==> src/rtl/shl_pkg.sv <==
// Shared constants and types for the lane-shift sequencer and its step selector.
package shl_pkg;

  localparam int LANE_W   = 12;
  localparam int LANES    = 8;
  localparam int DATA_W   = LANES * LANE_W;
  localparam int MAX_STEP = 5;

  typedef enum logic [1:0] {
    IDLE = 2'd0,
    STEP = 2'd1,
    DONE = 2'd2
  } shl_seq_state_t;

  typedef logic [LANE_W-1:0] lane_t;

endpackage

==> src/rtl/shl_step_sel.sv <==
// Picks the lane step for the next shifter pass and the lanes left after it.
module shl_step_sel
  import shl_pkg::*;
(
  input  logic [3:0] rem,
  output logic [2:0] step,
  output logic [3:0] rem_next,
  output logic       last
);

  // NOTE: every output gets a value on every path so no latch is inferred.
  always_comb begin
    step     = 3'd0;
    rem_next = 4'd0;
    last     = 1'b0;
    if (rem > 4'(MAX_STEP)) begin
      step = 3'(MAX_STEP);
    end else begin
      step = rem[2:0];
    end
    rem_next = rem - {1'b0, step};
    last     = (rem_next == 4'd0);
  end

endmodule

==> src/rtl/shl_lane_seq.sv <==
// Left-shift sequencer: splits a 0..8 lane shift into passes of at most MAX_STEP lanes.
// Optional SHL_SEQ_ERRCHK_EN: honour shl_out_valid and flag an illegal step via out_err.
module shl_lane_seq
  import shl_pkg::*;
(
  input  logic              clk,
  input  logic              rst,
  input  logic              in_valid,
  output logic              in_ready,
  input  logic [DATA_W-1:0] in_data,
  input  logic [3:0]        in_lanes,
  input  logic [LANE_W-1:0] in_fill,
  output logic [DATA_W-1:0] shl_in,
  output logic [2:0]        shl_shift,
  output logic [LANE_W-1:0] shl_fill,
  input  logic [DATA_W-1:0] shl_out,
  input  logic              shl_out_valid,
  output logic              out_valid,
  input  logic              out_ready,
  output logic [DATA_W-1:0] out_data,
  output logic [1:0]        out_passes,
  output logic              out_sat,
  output logic              out_err
);

  shl_seq_state_t    state;
  logic [DATA_W-1:0] acc;
  lane_t             fill;
  logic [3:0]        rem;
  logic [1:0]        passes;
  logic              sat;

  logic [2:0] step;
  logic [3:0] rem_next;
  logic       last;
  logic       step_bad;
  logic       accept;
  logic [3:0] lanes_clamped;

  shl_step_sel u_step_sel (
    .rem      (rem),
    .step     (step),
    .rem_next (rem_next),
    .last     (last)
  );

  assign accept        = (state == IDLE) && in_ready && in_valid;
  assign lanes_clamped = (in_lanes > 4'(LANES)) ? 4'(LANES) : in_lanes;

  assign shl_in     = acc;
  assign shl_fill   = fill;
  assign shl_shift  = (state == STEP) ? step : 3'd0;
  assign out_data   = acc;
  assign out_passes = passes;
  assign out_sat    = sat;

`ifdef SHL_SEQ_ERRCHK_EN
  logic err;

  assign step_bad = !shl_out_valid;
  assign out_err  = err;

  always_ff @(posedge clk or posedge rst) begin
    if (rst) begin
      err <= 1'b0;
    end else if (accept) begin
      err <= 1'b0;
    end else if ((state == STEP) && step_bad) begin
      err <= 1'b1;
    end
  end
`else
  logic unused_shl_out_valid;

  assign unused_shl_out_valid = shl_out_valid;
  assign step_bad             = 1'b0;
  assign out_err              = 1'b0;
`endif

  // NOTE: state registers use non-blocking assignments so every reader sees pre-edge values.
  always_ff @(posedge clk or posedge rst) begin
    if (rst) begin
      state     <= IDLE;
      in_ready  <= 1'b0;
      out_valid <= 1'b0;
      acc       <= '0;
      fill      <= '0;
      rem       <= '0;
      passes    <= '0;
      sat       <= 1'b0;
    end else begin
      case (state)
        IDLE: begin
          if (accept) begin
            acc      <= in_data;
            fill     <= in_fill;
            rem      <= lanes_clamped;
            sat      <= (in_lanes > 4'(LANES));
            passes   <= 2'd0;
            in_ready <= 1'b0;
            if (lanes_clamped == 4'd0) begin
              state     <= DONE;
              out_valid <= 1'b1;
            end else begin
              state <= STEP;
            end
          end else begin
            in_ready <= 1'b1;
          end
        end
        STEP: begin
          // An illegal step leaves the word as it stood before this pass.
          if (step_bad) begin
            state     <= DONE;
            out_valid <= 1'b1;
          end else begin
            acc    <= shl_out;
            rem    <= rem_next;
            passes <= passes + 2'd1;
            if (last) begin
              state     <= DONE;
              out_valid <= 1'b1;
            end
          end
        end
        DONE: begin
          if (out_ready) begin
            state     <= IDLE;
            out_valid <= 1'b0;
            in_ready  <= 1'b1;
          end
        end
        default: begin
          state     <= IDLE;
          out_valid <= 1'b0;
          in_ready  <= 1'b0;
        end
      endcase
    end
  end

endmodule

==> config.mk <==
export PLATFORM = sky130hd
export DESIGN_NAME = shl_lane_seq
export DESIGN_NICKNAME = d
export VERILOG_FILES = /design/src/rtl/shl_pkg.sv /design/src/rtl/shl_step_sel.sv /design/src/rtl/shl_lane_seq.sv
export SDC_FILE = /design/constraint.sdc
export NUM_CORES = 1
export LEC_CHECK = 0
export ABC_AREA = 1
export BUFFER_PORTS_ARGS = -buffer_cell sky130_fd_sc_hd__buf_2
export CORE_AREA = 2 2 167 169
export DETAILED_ROUTE_END_ITERATION = 16
export DIE_AREA = 0 0 169 171
export GPL_ROUTABILITY_DRIVEN = 0
export PLACE_DENSITY = 0.47
export SLEW_MARGIN = 25
export SYNTH_ARGS = -nofsm -noshare
export SYNTH_HDL_FRONTEND = slang
export SYNTH_SLANG_ARGS = --single-unit
==> constraint.sdc <==
create_clock -name clk -period 5.02 [get_ports clk]
set_input_delay 0.251 -clock clk [delete_from_list [all_inputs] [get_ports clk]]
set_output_delay 0.251 -clock clk [all_outputs]
set_load 0.05 [all_outputs]
==> metrics.md <==
| Metric | Value |
|---|---|
| Setup_tns | 0 ns |
| Hold WS | 0.06807 ns |
| Synth warn | 0 |
| Critical path class | flop to output pin |
| CP endpoint kind | output pin |
| Synth-to-layout area growth | 36.30% |
| Depth of the CTS H-tree | 4 |
| Largest net degree at the start of global routing | roughly 110 |
| # fillers | approximately 3000 |
| DR iter-0 viols | around 340 |
| Ys async rst share | 100.0% |
| Tot GR Track Use | 13.90% |
| Hold_sp | in_fill[10] |
| Clock period minus worst slack | roughly 2.7 ns |
| Post-CTS resize count | 0 |
| Global-route track usage on met1 | 18.28% |
| Area leader, netlist | dfrtp_1 |
| Gate Count Post-Synth | 732 |
| First-pass GRT wire length | 31250 um |
| Clk slew on worst S/H paths | around 0.06 ns |
| Critical Path RT | roughly 4.8 ns |
| Post-DRT Antenna Nets | 0 |
| Status | finished clean |
| Met2 Use GR | roughly 22% |
| Buffers & Inverters on Critical Path | 4 |
| Die Ht | between 150 and 200 um |
| Initial DRT Pass Iterations | 6 |
| Hold Vio Cnt, Final | 0 |
| Die width | roughly 170 um |
| CTS Buffer Depth | 2 |
| Cells along the critical path | inv_1, nor2_4, inv_4, buf_4, nor2_1, buf_2 |
| DR vias/cell | about 4.2 |
| # Max-Cap Violations | 0 |
| Clock skew | slightly above 0.007 ns |
| WL final | about 21000 um |
| Reg2reg setup slack | 2.72 ns |
| Die ar. | 0.02890 sq mm |
| Post-Syn Nets | ~950 |
| Hpwl dp | approximately 15000 um |
| Post-Layout Inst Area | 0.008372 sq mm |
| Max incr delay on CP | between 0.6 and 0.7 ns |
| Number of global-route vias before repair | ~5500 |
| I/O pin count | approximately 430 |
| Postcts setup bufs | 0 |
| Nets@finish | 1254 |
| Min-Delay Path Class | primary input to flop |
| #FFs+latches synth | 119 |
| Fmax | 369.2 MHz |
| R2r startpoint | state[0]$_DFFE_PP0P_ |
| Count leader, synth | nand2_1 |
| Core ar. | around 0.027 sq mm |
| DRC | 0 |
| Slew @ Worst Pin | about 0.66 ns |
| Dpl cell area | ~0.0078 sq mm |
| Post-synth EDFFs | 0 |
| Max FO, Critical Path | 57 |
| Arr. time, crit path | approximately 2.5 ns |
| Initial core utilization | approximately 22% |
| Cell Count Post-Placement | around 1400 |
| # clock sinks | approximately 120 |
| Yosys top cell area share | between 40% and 50% |
| WHS Path Cells | 2 |
| CTS Buf Count | 17 |
| Gr ovfl total | 0 |
| Cell row count | slightly above 60 |
| Main synth FF type | dfrtp_1 |
| Max-slew violation count | 0 |
| Layout cells sized above 1 | a little under half |
| CTS root buf | clkbuf_16 |
| Startpoint Class | flop |
| CP top delay family | buffers and inverters |
| Clk_lat worst skew | 0.41 ns |
| DR WL/cell | around 15 um |
| Total number of vias | 5857 |
| CP max stage cell | buf_4 |
| Mapped Area | between 0.006 and 0.007 sq mm |
| Min-Delay Endpoint | shl_fill[10]$_DFFE_PP0P_ |
| Slew margin rel. | between 50% and 60% |
| CTS tree | built |
| Sequential element share of the synthesized area | 48.48% |
| Largest cells by area after synthesis | dfrtp_1, nand2_1, buf_4 |
| Grt peak-use layer | met2 |
| Unique cell type count in the Yosys netlist | 26 |
| Port Buffers | approximately 420 |
| Initial antenna violation count | 0 |
| Top post-synthesis cells by count | nand2_1, dfrtp_1, nor2_1, buf_4, a31oi_1 |
| Final setup fails | 0 |
| Mapped Avg Cell Area | 8.391 sq um |
| Post-Layout Cell Count | between 1000 and 1500 |
| Global Route met3 Usage | 3.331% |
| Final period utilization | between 50% and 60% |
| R2R depth | 8 |
| RSZ-0062 raised after global routing | no |
| Worst reg2reg path endpoint | state[0]$_DFFE_PP0P_ |
## how the worst max path moves through the flow
stage,start,to,slack [ns],cells past startpoint
after detailed placement,state[0]$_DFFE_PP0P_,state[0]$_DFFE_PP0P_,2.67,8
after global placement,state[0]$_DFFE_PP0P_,out_data[27]$_DFFE_PP0P_,2.65,6
final,state[0]$_DFFE_PP0P_,shl_shift[0],2.31,6
after global routing,state[0]$_DFFE_PP0P_,shl_shift[0],2.09,6
after floorplan,rst,in_ready$_DFFE_PP0P_,1.61,1
after CTS,state[0]$_DFFE_PP0P_,shl_shift[1],2.22,6
## registers in the layout, summed over array words and instances, names as in the netlist
name	cells
in_ready	1
out_data	96
out_passes	2
out_sat	1
out_valid	1
rem	4
shl_fill	12
state	2
## timing repair
item,CTS,global route
hold buffers,1,0
endpoints found under the hold margin,31,0
endpoints found under the setup margin,0,0
## stage by stage
step                setup slack [ns]  util, %
floorplan                      1.612        -
global placement               2.653    28.43
detailed placement             2.668    28.53
CTS                            2.221    30.63
global route                   2.086    30.63
finish                         2.312    30.64
## routing by layer
metal | share of wire (%) | up-vias
met5 | 0 | -
met4 | 1.7 | 0
met3 | 5.7 | 18
met2 | 48 | 219
met1 | 45 | 2702
li1 | - | 2918
## layout make-up
class                      count  area (sq um)  area share (%)
antenna                        1         2.502         0.02989
clock buffer                  19         432.9           5.171
clock inverter                12         131.4           1.569
inverter                      14         57.56          0.6875
multi-input combinational    458          2145           25.62
sequential                   119          2978           35.57
tap                          346         432.9           5.171
timing repair buffer         430          2192           26.18
## cells by family after synthesis
kind of cell | after synthesis | share of synthesized area (%)
adder cells (fa/ha/maj) | 1 | 0.2037
other | 1 | 0.06105
AO/OA/AOI/OAI | 106 | 10.84
AND/OR/NAND/NOR | 338 | 21.35
flip-flops | 119 | 48.48
buffers and inverters | 155 | 16.87
multiplexers | 12 | 2.200
## placed cells by master, fill, tap and decap left out, types with 3 or more instances in the layout
| master | netlist | final |
|---|---|---|
| a31oi_1 | 97 | 97 |
| buf_2 | 33 | 423 |
| buf_4 | 100 | 5 |
| clkbuf_16 | 0 | 17 |
| clkinv_2 | 0 | 3 |
| clkinv_4 | 0 | 3 |
| clkinvlp_4 | 0 | 4 |
| dfrtp_1 | 119 | 119 |
| inv_1 | 13 | 12 |
| mux2_2 | 12 | 12 |
| nand2_1 | 215 | 215 |
| nand3_1 | 7 | 7 |
| nor2_1 | 108 | 107 |
Power is left out: the tool's default activity adds up to more than one toggle a clock period on the data nets, which glitch-free logic cannot reach.
